### src/rtl/dcache_mem_ctrl.sv
// Memory-side responder for the data cache's writeback, write-miss and read-miss streams.
// Requests go through an in-order FIFO to one tagged memory port; load returns become fills.
module dcache_mem_ctrl #(
   parameter int LSQSZ  = 16,
   parameter int QDEPTH = 8
) (
   input  logic              clock,
   input  logic              reset,
   input  logic              wb_en,
   input  logic [15:0]       wb_addr,
   input  logic [63:0]       wb_data,
   input  logic [1:0]        wb_size,
   input  logic              wr_en,
   input  logic [15:0]       wr_addr,
   input  logic [63:0]       wr_data,
   input  logic [1:0]        wr_size,
   input  logic              rd_en,
   input  logic [15:0]       rd_addr,
   input  logic [1:0]        rd_size,
   input  logic [LSQSZ-1:0]  rd_gnt,
   output logic              req_stall,
   output logic              overflow_err,
   output logic [1:0]        proc2mem_command,
   output logic [15:0]       proc2mem_addr,
   output logic [63:0]       proc2mem_data,
   output logic [1:0]        proc2mem_size,
   input  logic [3:0]        mem2proc_response,
   input  logic [63:0]       mem2proc_data,
   input  logic [3:0]        mem2proc_tag,
   output logic              mem_wr_en,
   output logic [4:0]        mem_wr_idx,
   output logic [7:0]        mem_wr_tag,
   output logic [63:0]       mem_wr_data,
   output logic [LSQSZ-1:0]  fill_gnt
);

   localparam int PW = $clog2(QDEPTH);
   localparam logic [1:0] CMD_NONE  = 2'd0;
   localparam logic [1:0] CMD_LOAD  = 2'd1;
   localparam logic [1:0] CMD_STORE = 2'd2;

   typedef logic [PW:0]   ptr_t;
   typedef logic [PW+1:0] cnt_t;
   localparam cnt_t DEPTH = cnt_t'(QDEPTH);

   logic [1:0]       r_q_cmd  [QDEPTH];
   logic [15:0]      r_q_addr [QDEPTH];
   logic [63:0]      r_q_data [QDEPTH];
   logic [1:0]       r_q_size [QDEPTH];
   logic [LSQSZ-1:0] r_q_gnt  [QDEPTH];

   logic [15:0]      r_tv;
   logic [12:0]      r_t_addr [16];
   logic [LSQSZ-1:0] r_t_gnt  [16];

   ptr_t             r_wr_ptr, r_rd_ptr;
   logic             r_stall, r_ovf;
   logic             r_mem_wr_en;
   logic [4:0]       r_mem_wr_idx;
   logic [7:0]       r_mem_wr_tag;
   logic [63:0]      r_mem_wr_data;
   logic [LSQSZ-1:0] r_fill_gnt;

   logic [PW-1:0]    w_rd_idx;
   ptr_t             w_used, w_pos1, w_pos2, w_wr_ptr_nxt;
   logic             w_empty, w_pop, w_acc_load, w_ret_hit;
   logic             w_wb_acc, w_wr_acc, w_rd_acc, w_drop, w_stall_nxt;
   cnt_t             w_slots;

   assign w_rd_idx   = r_rd_ptr[PW-1:0];
   assign w_used     = r_wr_ptr - r_rd_ptr;
   assign w_empty    = (r_wr_ptr == r_rd_ptr);
   assign w_pop      = !w_empty && (mem2proc_response != 4'd0);
   assign w_acc_load = w_pop && (r_q_cmd[w_rd_idx] == CMD_LOAD);
   assign w_ret_hit  = (mem2proc_tag != 4'd0) && r_tv[mem2proc_tag];

   // Slots are granted in priority wb, wr, rd; the pop this cycle frees one slot.
   always_comb begin
      w_slots  = DEPTH - {1'b0, w_used} + cnt_t'(w_pop);
      w_wb_acc = wb_en && (w_slots != '0);
      if (w_wb_acc) w_slots = w_slots - cnt_t'(1);
      w_wr_acc = wr_en && (w_slots != '0);
      if (w_wr_acc) w_slots = w_slots - cnt_t'(1);
      w_rd_acc = rd_en && (w_slots != '0);
      if (w_rd_acc) w_slots = w_slots - cnt_t'(1);
      w_stall_nxt  = (w_slots < cnt_t'(3));
      w_drop       = (wb_en && !w_wb_acc) || (wr_en && !w_wr_acc) || (rd_en && !w_rd_acc);
      w_pos1       = r_wr_ptr + ptr_t'(w_wb_acc);
      w_pos2       = w_pos1 + ptr_t'(w_wr_acc);
      w_wr_ptr_nxt = w_pos2 + ptr_t'(w_rd_acc);
   end

   assign proc2mem_command = w_empty ? CMD_NONE : r_q_cmd[w_rd_idx];
   assign proc2mem_addr    = w_empty ? 16'd0    : r_q_addr[w_rd_idx];
   assign proc2mem_data    = w_empty ? 64'd0    : r_q_data[w_rd_idx];
   assign proc2mem_size    = w_empty ? 2'd0     : r_q_size[w_rd_idx];

   always_ff @(posedge clock) begin
      if (w_wb_acc) begin
         r_q_cmd[r_wr_ptr[PW-1:0]]  <= CMD_STORE;
         r_q_addr[r_wr_ptr[PW-1:0]] <= wb_addr;
         r_q_data[r_wr_ptr[PW-1:0]] <= wb_data;
         r_q_size[r_wr_ptr[PW-1:0]] <= wb_size;
         r_q_gnt[r_wr_ptr[PW-1:0]]  <= '0;
      end
      if (w_wr_acc) begin
         r_q_cmd[w_pos1[PW-1:0]]  <= CMD_STORE;
         r_q_addr[w_pos1[PW-1:0]] <= wr_addr;
         r_q_data[w_pos1[PW-1:0]] <= wr_data;
         r_q_size[w_pos1[PW-1:0]] <= wr_size;
         r_q_gnt[w_pos1[PW-1:0]]  <= '0;
      end
      if (w_rd_acc) begin
         r_q_cmd[w_pos2[PW-1:0]]  <= CMD_LOAD;
         r_q_addr[w_pos2[PW-1:0]] <= rd_addr;
         r_q_data[w_pos2[PW-1:0]] <= 64'd0;
         r_q_size[w_pos2[PW-1:0]] <= rd_size;
         r_q_gnt[w_pos2[PW-1:0]]  <= rd_gnt;
      end
      if (w_acc_load) begin
         r_t_addr[mem2proc_response] <= r_q_addr[w_rd_idx][15:3];
         r_t_gnt[mem2proc_response]  <= r_q_gnt[w_rd_idx];
      end
   end

   always_ff @(posedge clock or negedge reset) begin
      if (!reset) begin
         r_wr_ptr      <= '0;
         r_rd_ptr      <= '0;
         r_tv          <= '0;
         r_stall       <= 1'b0;
         r_ovf         <= 1'b0;
         r_mem_wr_en   <= 1'b0;
         r_mem_wr_idx  <= '0;
         r_mem_wr_tag  <= '0;
         r_mem_wr_data <= '0;
         r_fill_gnt    <= '0;
      end else begin
         r_wr_ptr <= w_wr_ptr_nxt;
         if (w_pop) r_rd_ptr <= r_rd_ptr + ptr_t'(1);
         r_stall <= w_stall_nxt;
         if (w_drop) r_ovf <= 1'b1;
         // Clear on return precedes set on accept so a reused tag ends up holding the new load.
         if (w_ret_hit)  r_tv[mem2proc_tag] <= 1'b0;
         if (w_acc_load) r_tv[mem2proc_response] <= 1'b1;
         r_mem_wr_en <= w_ret_hit;
         if (w_ret_hit) begin
            r_mem_wr_tag  <= r_t_addr[mem2proc_tag][12:5];
            r_mem_wr_idx  <= r_t_addr[mem2proc_tag][4:0];
            r_mem_wr_data <= mem2proc_data;
            r_fill_gnt    <= r_t_gnt[mem2proc_tag];
         end
      end
   end

   assign req_stall    = r_stall;
   assign overflow_err = r_ovf;
   assign mem_wr_en    = r_mem_wr_en;
   assign mem_wr_idx   = r_mem_wr_idx;
   assign mem_wr_tag   = r_mem_wr_tag;
   assign mem_wr_data  = r_mem_wr_data;
   assign fill_gnt     = r_fill_gnt;

endmodule
### config.mk
export PLATFORM = sky130hd
export DESIGN_NAME = dcache_mem_ctrl
export DESIGN_NICKNAME = d
export VERILOG_FILES = /design/src/rtl/dcache_mem_ctrl.sv
export SDC_FILE = /design/constraint.sdc
export NUM_CORES = 2
export LEC_CHECK = 0
export BUFFER_PORTS_ARGS = -buffer_cell sky130_fd_sc_hd__buf_4
export CAP_MARGIN = 10
export CORE_MARGIN = 10
export CORE_UTILIZATION = 65
export CTS_BUF_LIST = sky130_fd_sc_hd__clkbuf_8
export CTS_CLUSTER_SIZE = 10
export DETAILED_ROUTE_END_ITERATION = 6
export GPL_TIMING_DRIVEN = 0
export PLACE_DENSITY = 0.86
export SYNTH_ARGS = -nofsm -noshare
export SYNTH_HDL_FRONTEND = slang
export SYNTH_SLANG_ARGS = --single-unit
### constraint.sdc
create_clock -name clock -period 11.75 [get_ports clock]
set_clock_uncertainty 0.15 [all_clocks]
set_input_delay 1.175 -clock clock [delete_from_list [all_inputs] [get_ports clock]]
set_output_delay 1.175 -clock clock [all_outputs]
set_load 0.1 [all_outputs]
After elaboration in Yosys (flattened, before gate mapping)
Memory sizes are Yosys's and may differ from the RTL's. A register that Yosys moved wholly into a read port is not among the register bits. Cells that the tools add are included.

Register bits after elaboration: 91. RAM bits: 1264. Output and inout port bits: 180. Memories kept: 7.

Memory list: r_q_data (depth 8, width 64, rd ports 1, clocked after memory_dff 0, write ports 3, line 48) `logic [63:0] r_q_data [QDEPTH];`; r_t_gnt (depth 16, width 16, rd ports 1, clocked after memory_dff 1, write ports 1, line 54) `logic [LSQSZ-1:0] r_t_gnt [16];`; r_t_addr (depth 16, width 13, rd ports 1, clocked after memory_dff 1, write ports 1, line 53) `logic [12:0] r_t_addr [16];`; r_q_addr (depth 8, width 16, rd ports 1, clocked after memory_dff 0, write ports 3, line 47) `logic [15:0] r_q_addr [QDEPTH];`; r_q_gnt (depth 8, width 16, rd ports 1, clocked after memory_dff 0, write ports 3, line 50) `logic [LSQSZ-1:0] r_q_gnt [QDEPTH];`; r_q_cmd (depth 8, width 2, rd ports 1, clocked after memory_dff 0, write ports 3, line 46) `logic [1:0] r_q_cmd [QDEPTH];`; +1 memories.

Add/sub/neg operators: 10. Order comparisons: 5. Equality and inequality tests: 2. Mux-type cells: 23. Bitwise operators: 3. Reductions and logical operators: 24.

Operators with widths (number): $mux 64 (1); $mux 16 (3); $and 16x16->16 (1); $not 16->16 (1); $or 16x16->16 (1); $mux 5 (3); $reduce_bool 5->1 (3); $sub 5x1->5 const B (3); $add 4x1->4 (3); $logic_and 1x1->1 (11); $mux 1 (11); $lt 4x5->1 const B (2); $demux 1 s4 (2); $ge 4x1->1 const B (2); $reduce_bool 4->1 (2); $logic_not 1->1 (6); $add 5x1->5 (1); $lt 5x2->1 const B (1); $sub 4x4->5 const A (1); $add 4x1->4 const B (1); $bmux 1 s4 (1); $eq 4x4->1 (1); $mux 2 (2); $sub 4x4->4 (1); 2 further kinds (3).

Logic depth before layout (Yosys ltp)
Depth after elaboration: 15. Gate-level depth with buffers: 34. Mapped depth without buffers: 26.

Least setup slack after synthesis
Ideal clock, no wire load.

Path kind: reg2reg. Start: register r_rd_ptr[1]. End: memory r_q_addr[7][0] (enable). Setup time: 578 ps. Arrival time: 7059 ps. Path slack: 3963 ps. Stages on the path, launching flop included: 32. Cells stage by stage: dfrtp_1 buf_1 buf_1 clkbuf_1 inv_1 ha_1 nand3_1 nor2_1 a21oi_1 inv_1 ha_1 inv_1 ha_1 nand2_2 o311a_4 o31a_1 buf_2 buf_4 o21ai_0 ha_1 a21boi_0 o211ai_2 nand2_1 inv_1 ha_1 ha_1 xnor2_1 nor2_1 and2_1 buf_6 buf_6 nand3b_1.

RTL lines: start, declared (line 56) `ptr_t r_wr_ptr, r_rd_ptr;`; start signal, assigned (line 140) `if (w_pop) r_rd_ptr <= r_rd_ptr + ptr_t'(1);`; end, declared (line 47).

==> flow_summary_export.csv <==
group,metric,value,unit
run_status,run_status,"complete, no violations",
worst_setup_path,critical_path.endpoint_type,"register",
clocking,maximum_count_of_clock_buffers_along_a_single_path,3,
logic_synthesis,yosysUniqueCellTypes,63,
cells_and_area,post-route-cell-area,75000,um2
logic_synthesis,synth_common_cells,"edfxtp_1, nor2_1, dfxtp_1, mux2i_1, a211oi_1",
min_path,holdCritPathClass,"in -> reg",
floorplan,num_rows,116,
timing,grt_setup_unrepaired,"false",
cells_and_area,ff_latch_area,35600,um2
logic_synthesis,yosysWarningCount,0,
place,place.gp.congestion,0.950,
global_routing,globalRoute.totalOverflow,0,
global_routing,grt_pass1_vias,48600,
drt,detail_route.drc_violations,0,
timing,timing.final.crit_share,92.6,%
logic_synthesis,post_synth_inst_count,4885,
timing,max_clock_freq,0.0919,GHz
job,max_cap_violations,0,
clocking,cts_tree,"done",
place,post-place-ws,1410,ps
worst_setup_path,path_common_cell,"ha_1",
worst_setup_path,critPathSlowestCell,"clkbuf_1",
floorplan,dieArea,114000,um2
timing,report.final.hold_viol_count,0,
cells_and_area,final_nets,5788,
clocking,numCtsBuffers,213,
logic_synthesis,syn-mean-instance-area,13.4,um2
floorplan,start_util,65.4,%
logic_synthesis,synth_top_cells_by_area,"edfxtp_1, dfxtp_1, mux4_2, mux2i_1, mux2_2",
logic_synthesis,synth.most_common_cell,"edfxtp_1",
place,total_of_buffers_placed_on_input_and_output_ports,322,
clocking,clk_latency,970,ps
timing,sum_neg_setup_slack,0,ps
logic_synthesis,synth_seq_area_share,54.5,%
cells_and_area,post_route_cells_drive_above_1_share,29.9,%
timing,final_period_minus_worst_setup_slack,10880,ps
floorplan,chipWidth,337,um
place,placement.cell_area,70400,um2
logic_synthesis,synth.largest_area_cell,"edfxtp_1",
floorplan,fp.dieH,337,um
place,detailed_place_hpwl,144000,um
drt,drt_iter0_drc,6290,
cells_and_area,area_taken_by_multi_input_logic_gates,27300,um2
clocking,numClockSinks,1383,
drt,drt_pass1_iterations,6,
cells_and_area,fill_cells,6080,
timing,tightestPinTransition,1350,ps
global_routing,grtUsageTotal,35.8,%
clocking,post_cts_resize_count,0,
logic_synthesis,ys_dominant_reg_cell,"edfxtp_1",
floorplan,io-pin-count,455,
global_routing,grt_antenna_before_repair,53,
timing,minimum_setup_slack_in_the_final_design,869,ps
drt,drt-total-wl,207000,um
global_routing,grt_max_degree,101,
logic_synthesis,ys_seq_elements,1383,
worst_setup_path,slowest_delay,990,ps
logic_synthesis,synthArstFlopShare,8.60,%
clocking,cts_stage_hold_buffer_count,1,
drt,vias_per_cell,6.79,
logic_synthesis,post-synth-top-area-fraction,33.8,%
clocking,cts.clk_slew.worst_paths,70,ps
floorplan,design.core.area,100000,um2
logic_synthesis,synth_enable_flop_cells,736,
drt,dr_total_vias,47700,
timing,worst_slew_margin_rel,9.78,%
timing,timing.final.setup_violations,0,
worst_setup_path,worst-path-max-fanout,13,
cells_and_area,layout-area-overhead-vs-synth,14.7,%
drt,ant_nets,0,
drt,avgRoutedWirePerCell,29.4,um
worst_setup_path,critPathKind,"reg -> reg",
clocking,h-tree-depth,4,
global_routing,global_route_wire_length_before_repair,305000,um
worst_setup_path,worst_ep_arrival_time,11410,ps
timing,drv_slew,0,
clocking,clockRootBuffer,"clkbuf_8",
worst_setup_path,setup.worst_path.start_class,"register",
logic_synthesis,post_synthesis_instance_area,65400,um2
worst_setup_path,worstPathRequired,12280,ps
clocking,post_cts_setup_buffers,0,
sequential cells by signal, summed over array words and instances (netlist names):
| name | count |
|---|---|
| fill_gnt | 16 |
| mem_wr_data | 64 |
| mem_wr_en | 1 |
| mem_wr_idx | 5 |
| mem_wr_tag | 8 |
| overflow_err | 1 |
| r_q_addr | 128 |
| r_q_cmd | 16 |
| r_q_data | 512 |
| r_q_gnt | 128 |
| r_q_size | 16 |
| r_rd_ptr | 4 |
| r_t_addr | 208 |
| r_t_gnt | 256 |
| r_tv | 15 |
| r_wr_ptr | 4 |
| req_stall | 1 |
placed cells by master, fill, tap and decap left out, types with 39 or more instances in the layout:
cell	instances
diode_2	43
clkbuf_8	250
a21oi_1	89
mux2i_1	516
buf_2	152
dfrtp_1	119
mux2_2	369
nor2_1	529
clkbuf_1	235
a211oi_1	454
buf_6	47
edfxtp_1	736
nand2_1	253
buf_1	93
dfxtp_1	528
inv_1	107
mux4_2	349
and2_1	101
a211oi_2	59
buf_4	335
and3_1	39
final cells by class:
class / count / share of cell area, %
well taps: 1298 / 2.17
clock buffers: 250 / 4.59
inverters: 23 / 0.115
clock inverters: 154 / 1.27
plain buffers: 533 / 3.38
repair buffers: 369 / 4.35
diodes: 43 / 0.144
flip-flops and latches: 1383 / 47.5
multi-input cells: 2974 / 36.4
kinds of logic after synthesis:
kind of cell	share of synthesized area (%)
other cells	0.00574
xor+xnor	0.295
compound gates	7.76
simple gates	6.51
mux	26.6
buf+inv	4.00
fa+ha+maj	0.318
flops	54.5
metal layers:
| layer | share of wire, % | track usage [%] | vias up |
|---|---|---|---|
| li1 | - | - | 19700 |
| met1 | 35 | 44.2 | 23500 |
| met2 | 46 | 55.6 | 3650 |
| met3 | 13 | 11.3 | 781 |
| met4 | 5.8 | 20.7 | 40 |
| met5 | 0.12 | 0 | - |
final timing paths:
kind / start / endpoint / slack (ps) / cells past startpoint
worst min register to register: r_q_cmd[1][1]$_SDFFE_PP0P_ / r_q_cmd[1][1]$_SDFFE_PP0P_ / 320 / 2
max in group asynchronous: reset / mem_wr_data[40]$_DFFE_PN0P_ / 10090 / 3
worst max register to register: r_rd_ptr[1]$_DFFE_PN0P_ / r_q_addr[4][0]$_DFFE_PP_ / 870 / 27
worst max-delay path: r_rd_ptr[1]$_DFFE_PN0P_ / r_q_addr[4][0]$_DFFE_PP_ / 870 / 27
min in group asynchronous: reset / mem_wr_tag[5]$_DFFE_PN0P_ / 500 / 2
worst min-delay path: mem2proc_data[63] / mem_wr_data[63]$_DFFE_PN0P_ / 310 / 2
worst max-delay path: cells and delay by family (launching register included):
family / cells / cell delay, ps
buffers and inverters: 11 / 5140
AND/OR/NAND/NOR: 6 / 1610
adder cells (fa/ha/maj): 4 / 1160
flip-flops: 1 / 460
AO/OA/AOI/OAI: 6 / 2050
through the flow:
step / instances / util, % / hold WS (ps)
after global placement: 6533 / 69.5 / 299
after floorplan: 4913 / - / 279
after detailed placement: 6575 / 70.4 / 306
after CTS: 6980 / 74.8 / 262
after global routing: 7012 / 74.9 / 298
final: 7027 / 75.0 / 306
Power is not shown: default switching activity piles up to over one toggle a cycle in this logic, so the estimate is an artifact.
